## config.mk

```make
export PLATFORM = sky130hd
export DESIGN_NAME = axi_mem_rr_arbiter
export DESIGN_NICKNAME = d
export VERILOG_FILES = /design/src/rtl/axi_mem_rr_arbiter.sv
export SDC_FILE = /design/constraint.sdc
export NUM_CORES = 1
export LEC_CHECK = 0
export CAP_MARGIN = 10
export CORE_AREA = 2 2 157 159
export CTS_CLUSTER_DIAMETER = 40
export DETAILED_ROUTE_END_ITERATION = 8
export DIE_AREA = 0 0 159 161
export PLACE_DENSITY = 0.44
export SETUP_SLACK_MARGIN = 0.3
export SLEW_MARGIN = 15
export SYNTH_ARGS = -nofsm -noshare
export SYNTH_HDL_FRONTEND = slang
export SYNTH_SLANG_ARGS = --single-unit
```

## constraint.sdc

```tcl
create_clock -name clk -period 1.5 [get_ports clk]
set_input_delay 0.225 -clock clk [delete_from_list [all_inputs] [get_ports clk]]
set_output_delay 0.225 -clock clk [all_outputs]
set_load 0.02 [all_outputs]
```

## src/rtl/axi_mem_rr_arbiter.sv

```systemverilog
// Round-robin arbiter that shares one single-port SRAM among N memory controllers.
// It issues at most one access per cycle and routes read data back to the owner one cycle later.
module axi_mem_rr_arbiter #(
    parameter int N_PORTS        = 2,
    parameter int MEM_ADDR_WIDTH = 16,
    parameter int DATA_WIDTH     = 64,
    parameter int BE_WIDTH       = DATA_WIDTH / 8
) (
    input  logic                                     clk,
    input  logic                                     rst,
    input  logic [N_PORTS-1:0]                       req_valid_i,
    input  logic [N_PORTS-1:0]                       req_wen_i,
    input  logic [N_PORTS-1:0][MEM_ADDR_WIDTH-1:0]   req_addr_i,
    input  logic [N_PORTS-1:0][DATA_WIDTH-1:0]       req_wdata_i,
    input  logic [N_PORTS-1:0][BE_WIDTH-1:0]         req_be_i,
    output logic [N_PORTS-1:0]                       grant_o,
    output logic [N_PORTS-1:0]                       rvalid_o,
    output logic [DATA_WIDTH-1:0]                    rdata_o,
    input  logic                                     mem_stall_i,
    output logic                                     MEM_CEN_o,
    output logic                                     MEM_WEN_o,
    output logic [MEM_ADDR_WIDTH-1:0]                MEM_A_o,
    output logic [DATA_WIDTH-1:0]                    MEM_D_o,
    output logic [BE_WIDTH-1:0]                      MEM_BE_o,
    input  logic [DATA_WIDTH-1:0]                    MEM_Q_i
);

    localparam int PTR_W = (N_PORTS > 2) ? $clog2(N_PORTS) : 1;

    logic [PTR_W-1:0]   prio_ptr_q, prio_ptr_d;
    logic [N_PORTS-1:0] rd_owner_q, rd_owner_d;
    logic [PTR_W-1:0]   winner;
    logic [PTR_W-1:0]   cand;
    logic               win_found;
    logic               grant_en;
    int                 idx;

    // NOTE: every signal gets a default at the top of the block so no path leaves it unassigned (no latch).
    always_comb begin
        win_found = 1'b0;
        winner    = '0;
        cand      = '0;
        idx       = 0;
        // Scan from the priority pointer upward, wrapping modulo N_PORTS; the first requester wins.
        for (int i = 0; i < N_PORTS; i++) begin
            idx = int'(prio_ptr_q) + i;
            if (idx >= N_PORTS) begin
                idx = idx - N_PORTS;
            end
            cand = PTR_W'(idx);
            if (!win_found && req_valid_i[cand]) begin
                win_found = 1'b1;
                winner    = cand;
            end
        end
    end

    assign grant_en = win_found && !mem_stall_i && !rst;

    always_comb begin
        grant_o    = '0;
        prio_ptr_d = prio_ptr_q;
        MEM_CEN_o  = 1'b1;
        MEM_WEN_o  = 1'b1;
        MEM_A_o    = '0;
        MEM_D_o    = '0;
        MEM_BE_o   = '0;
        if (grant_en) begin
            grant_o[winner] = 1'b1;
            prio_ptr_d      = (int'(winner) == N_PORTS - 1) ? '0 : winner + 1'b1;
            MEM_CEN_o       = 1'b0;
            MEM_WEN_o       = req_wen_i[winner];
            MEM_A_o         = req_addr_i[winner];
            MEM_D_o         = req_wdata_i[winner];
            MEM_BE_o        = req_be_i[winner];
        end
    end

    // Only reads expect data back; a write grant leaves no owner.
    assign rd_owner_d = grant_o & req_wen_i;
    assign rvalid_o   = rd_owner_q;
    assign rdata_o    = MEM_Q_i;

    // NOTE: state flops use non-blocking assignments so every flop samples pre-edge values.
    always_ff @(posedge clk or posedge rst) begin
        if (rst) begin
            prio_ptr_q <= '0;
            rd_owner_q <= '0;
        end else begin
            prio_ptr_q <= prio_ptr_d;
            rd_owner_q <= rd_owner_d;
        end
    end

endmodule

```

==> impl_results.md <==
* Hold worst-path end: rdata_o[1]
* Layout Skew at between 0.003 and 0.004 ns
* Slew Viols, Final at 0
* Max Fclk at 497 MHz
* PD cells at 373 mW/mm²
* Reg2Reg Setup Slack at approximately 0.03 ns
* CTS tree: yes
* Global-route wire length before repair at about 17000 µm
* M3 GR Usage at 0.0267
* Share of layout cells above drive strength 1 at 0.368
* Gr busiest metal: met2
* Post-synthesis cell count at around 190
* Post-Route WL at 12600 µm
* RSZ-0062 raised after global routing: true
* Number of max-cap violations at 0
* Worst Setup SP: prio_ptr_q
* Met1 Track Usage GR at 0.0879
* CTS clk-pin slew, worst paths at around 0.030 ns
* Area delta synth->final at 224%
* FP Rows at 57
* Internal Power at around 1.3 mW
* Yosys reg bits at 3
* Area leader, netlist: a22o_1
* WP buf/inv at 5
* Initial antenna violation count at 1
* Static Leak at approximately 2.1 nW
* Fillers at about 2600
* Worst Path Max Fanout at 7
* Cell mode on critical path: buf_6
* Core Footprint at between 0.02 and 0.025 mm²
* Routed WL per cell at approximately 17 µm
* CTS Sinks at 3
* Final GP Congestion at a little under 0.9
* Worst setup EP type: output pin
* Placed cell areas at between 0.004 and 0.005 mm²
* CTS Buf Count at 3
* PnR worst setup slack at -0.513 ns
* Max-slew headroom at 0.754
* Clk network pwr share at 0.220
* H-tree levels at 1
* Slowest CP cell: a2111oi_4
* DR vias at about 2600
* Iter 0 DRT Violations at 91
* Syn Area/Cell at 8.26 µm²
* Met2 Track Usage GR at 0.173
* HPWL after DPL at ~8700 µm
* Critical R2R Launch: prio_ptr_q
* Switching power total at roughly 0.57 mW
* Hold path cells at 0
* Yosys warnings at 0
* Failing checks: negative setup slack
* R2R depth at 6
* Die width at approximately 160 µm
* Via/cell ratio at 3.39
* Period minus WS final at just over 2 ns
* # nets final at between 600 and 700
* GRT Util Overall at 0.0889
* Die height at between 150 and 200 µm
* Fin area at 0.00506 mm²
* Top cells by area, synth: a22o_1, buf_4, buf_6
* Crit path required time at 1.27 ns
* Final hold vios at 0
* Comb power frac at 0.731
* Share of power burned in registers at 0.048
* TritonRoute pass-1 iters at 4
* Hold Path Class: input pin to output pin
* FF-to-FF End: rvalid_o[1]
* Vias in the first global route at 2808
* Slew @ Worst Pin at about 0.37 ns
* DR DRC count at 0
* Slowest Stage Delay on Critical Path at approximately 0.38 ns
* Switch share at 0.301
* Root Driver: clkbuf_16
* Post-synthesis cell type count at 16
* Synth top area share at 0.494
* Cells along the critical path: inv_2, a2111oi_4, buf_6, buf_4, buf_6, a22o_1, buf_6
* Setup violators final at 91
* Full die area at around 0.026 mm²
* Largest net degree at the start of global routing at 26
* Kind of critical path: register to output pin
* Highest ir drop seen on vdd at 0.000306 V
* Fin Setup TNS at -41.82 ns
* Clock latency on the worst-skew pair at approximately 0.22 ns
* Clock buffer depth at 2
* Worst Path Arrival at 1.79 ns
* Startpoint types: register
* CP top delay family: buffers and inverters
* ANT nets after route at 0
* IO Port Bufs at 276
* Tcrit/Tclk final at 1.34
* Syn nets at 436
* Status: finished, violations left
* Initial Utilization at 0.0651
* Mapped cell area at around 0.0016 mm²
* IO Count at 405
* Hold Startpoint: MEM_Q_i[1]
* Remaining Overflow, GRT at 0
* Seq/Total Area, Yosys at 0.0481
## cell usage after synthesis
library cell and count:
a2111oi_4 1, inv_1 4, a22oi_1 1, dfrtp_1 3, buf_2 4, buf_4 65, and2_1 2, nand2_1 1
clkbuf_1 7, buf_6 8, and3_1 1, nor2_1 1, a21oi_1 1, a22o_1 88, o21ai_0 1, inv_2 1
## layout by cell type, fill, tap and decap left out
master	n
a2111oi_4	1
a21oi_2	1
a22o_1	83
a22o_4	5
a22oi_1	1
and2_1	1
and2_4	1
and3_4	1
buf_12	7
buf_16	11
buf_2	3
buf_4	23
buf_6	93
buf_8	1
clkbuf_1	1
clkbuf_16	5
clkbuf_2	1
clkdlybuf4s15_2	1
clkdlybuf4s50_1	178
dfrtp_1	3
diode_2	1
dlygate4sd2_1	2
dlygate4sd3_1	1
inv_1	3
inv_2	2
nand2_2	1
nor2_2	1
o21ai_4	1
## logic make-up (layout without fill, tap and decap cells)
| group | count (synthesis) | after routing | synth area share |
|---|---|---|---|
| AOI/OAI and AO/OA | 92 | 92 | 0.523 |
| DFF | 3 | 3 | 0.0481 |
| buffers and inverters | 89 | 332 | 0.412 |
| and+or+nand+nor | 5 | 5 | 0.0168 |
| other | 0 | 1 | 0 |
## worst register-to-register path: cells and delay by family (launching register included)
family          cells  cell delay (ns)
compound gates      1             0.38
flops               1             0.35
simple gates        1             0.14
buf+inv             4             0.53
## how the worst max path moves through the flow
| stage | end | slack (ns) | depth (start not counted) |
|---|---|---|---|
| after floorplan | MEM_WEN_o | 0.02 | 5 |
| after global placement | MEM_D_o[46] | -1.17 | 6 |
| after detailed placement | MEM_D_o[46] | -1.18 | 6 |
| after CTS | MEM_D_o[41] | -0.58 | 7 |
| after global routing | MEM_D_o[29] | -0.57 | 7 |
| final | MEM_D_o[53] | -0.51 | 7 |
## state kept, by name, summed over array words and instances (netlist names)
| register | flops |
|---|---|
| prio_ptr_q | 1 |
| rvalid_o | 2 |
## power groups by stage
stage | clock [mW] | combinational, mW | sequential (mW)
floorplan | 0 | 0.622 | 0.0929
finish | 0.417 | 1.38 | 0.0909
global route | 0.430 | 1.45 | 0.0908
CTS | 0.426 | 1.34 | 0.0905
detailed placement | 0 | 1.17 | 0.0914
global placement | 0 | 1.16 | 0.0912
## per-layer routing
layer	share of wire	up-vias	wire, µm
li1	-	1161	-
met1	0.33	1172	4190
met2	0.55	194	6900
met3	0.090	40	1130
met4	0.029	0	360
met5	0	-	0
## what timing repair did
action,4_1_cts,5_1_grt
setup buffers,16,4
gates resized for setup,537,35
endpoints found under the hold margin,3,0
gates cloned,10,2
hold buffers,1,0
pin swaps,38,47
endpoints found under the setup margin,97,94
## metrics by stage
stage	total power, mW	hold WS, ns	std cells	setup slack, ns	util
2_1_floorplan	0.714	-0.0214	189	0.0160	-
3_3_place_gp	1.25	0.450	719	-1.17	0.178
3_5_place_dp	1.26	0.450	719	-1.18	0.178
4_1_cts	1.86	0.450	750	-0.585	0.203
5_1_grt	1.97	0.450	757	-0.570	0.211
6_report	1.89	0.450	757	-0.513	0.211
## final cells by class
class	instances	area (µm²)	share of cell area
clock buffers	4	78.8	0.0156
repair buffers	323	3570	0.705
inverters	5	18.8	0.00371
diodes	1	2.50	0.000494
flip-flops and latches	3	75.1	0.0148
multi-input cells	97	913	0.180
well taps	324	405	0.0801
Note: power is estimated with default switching activity, not from simulation.
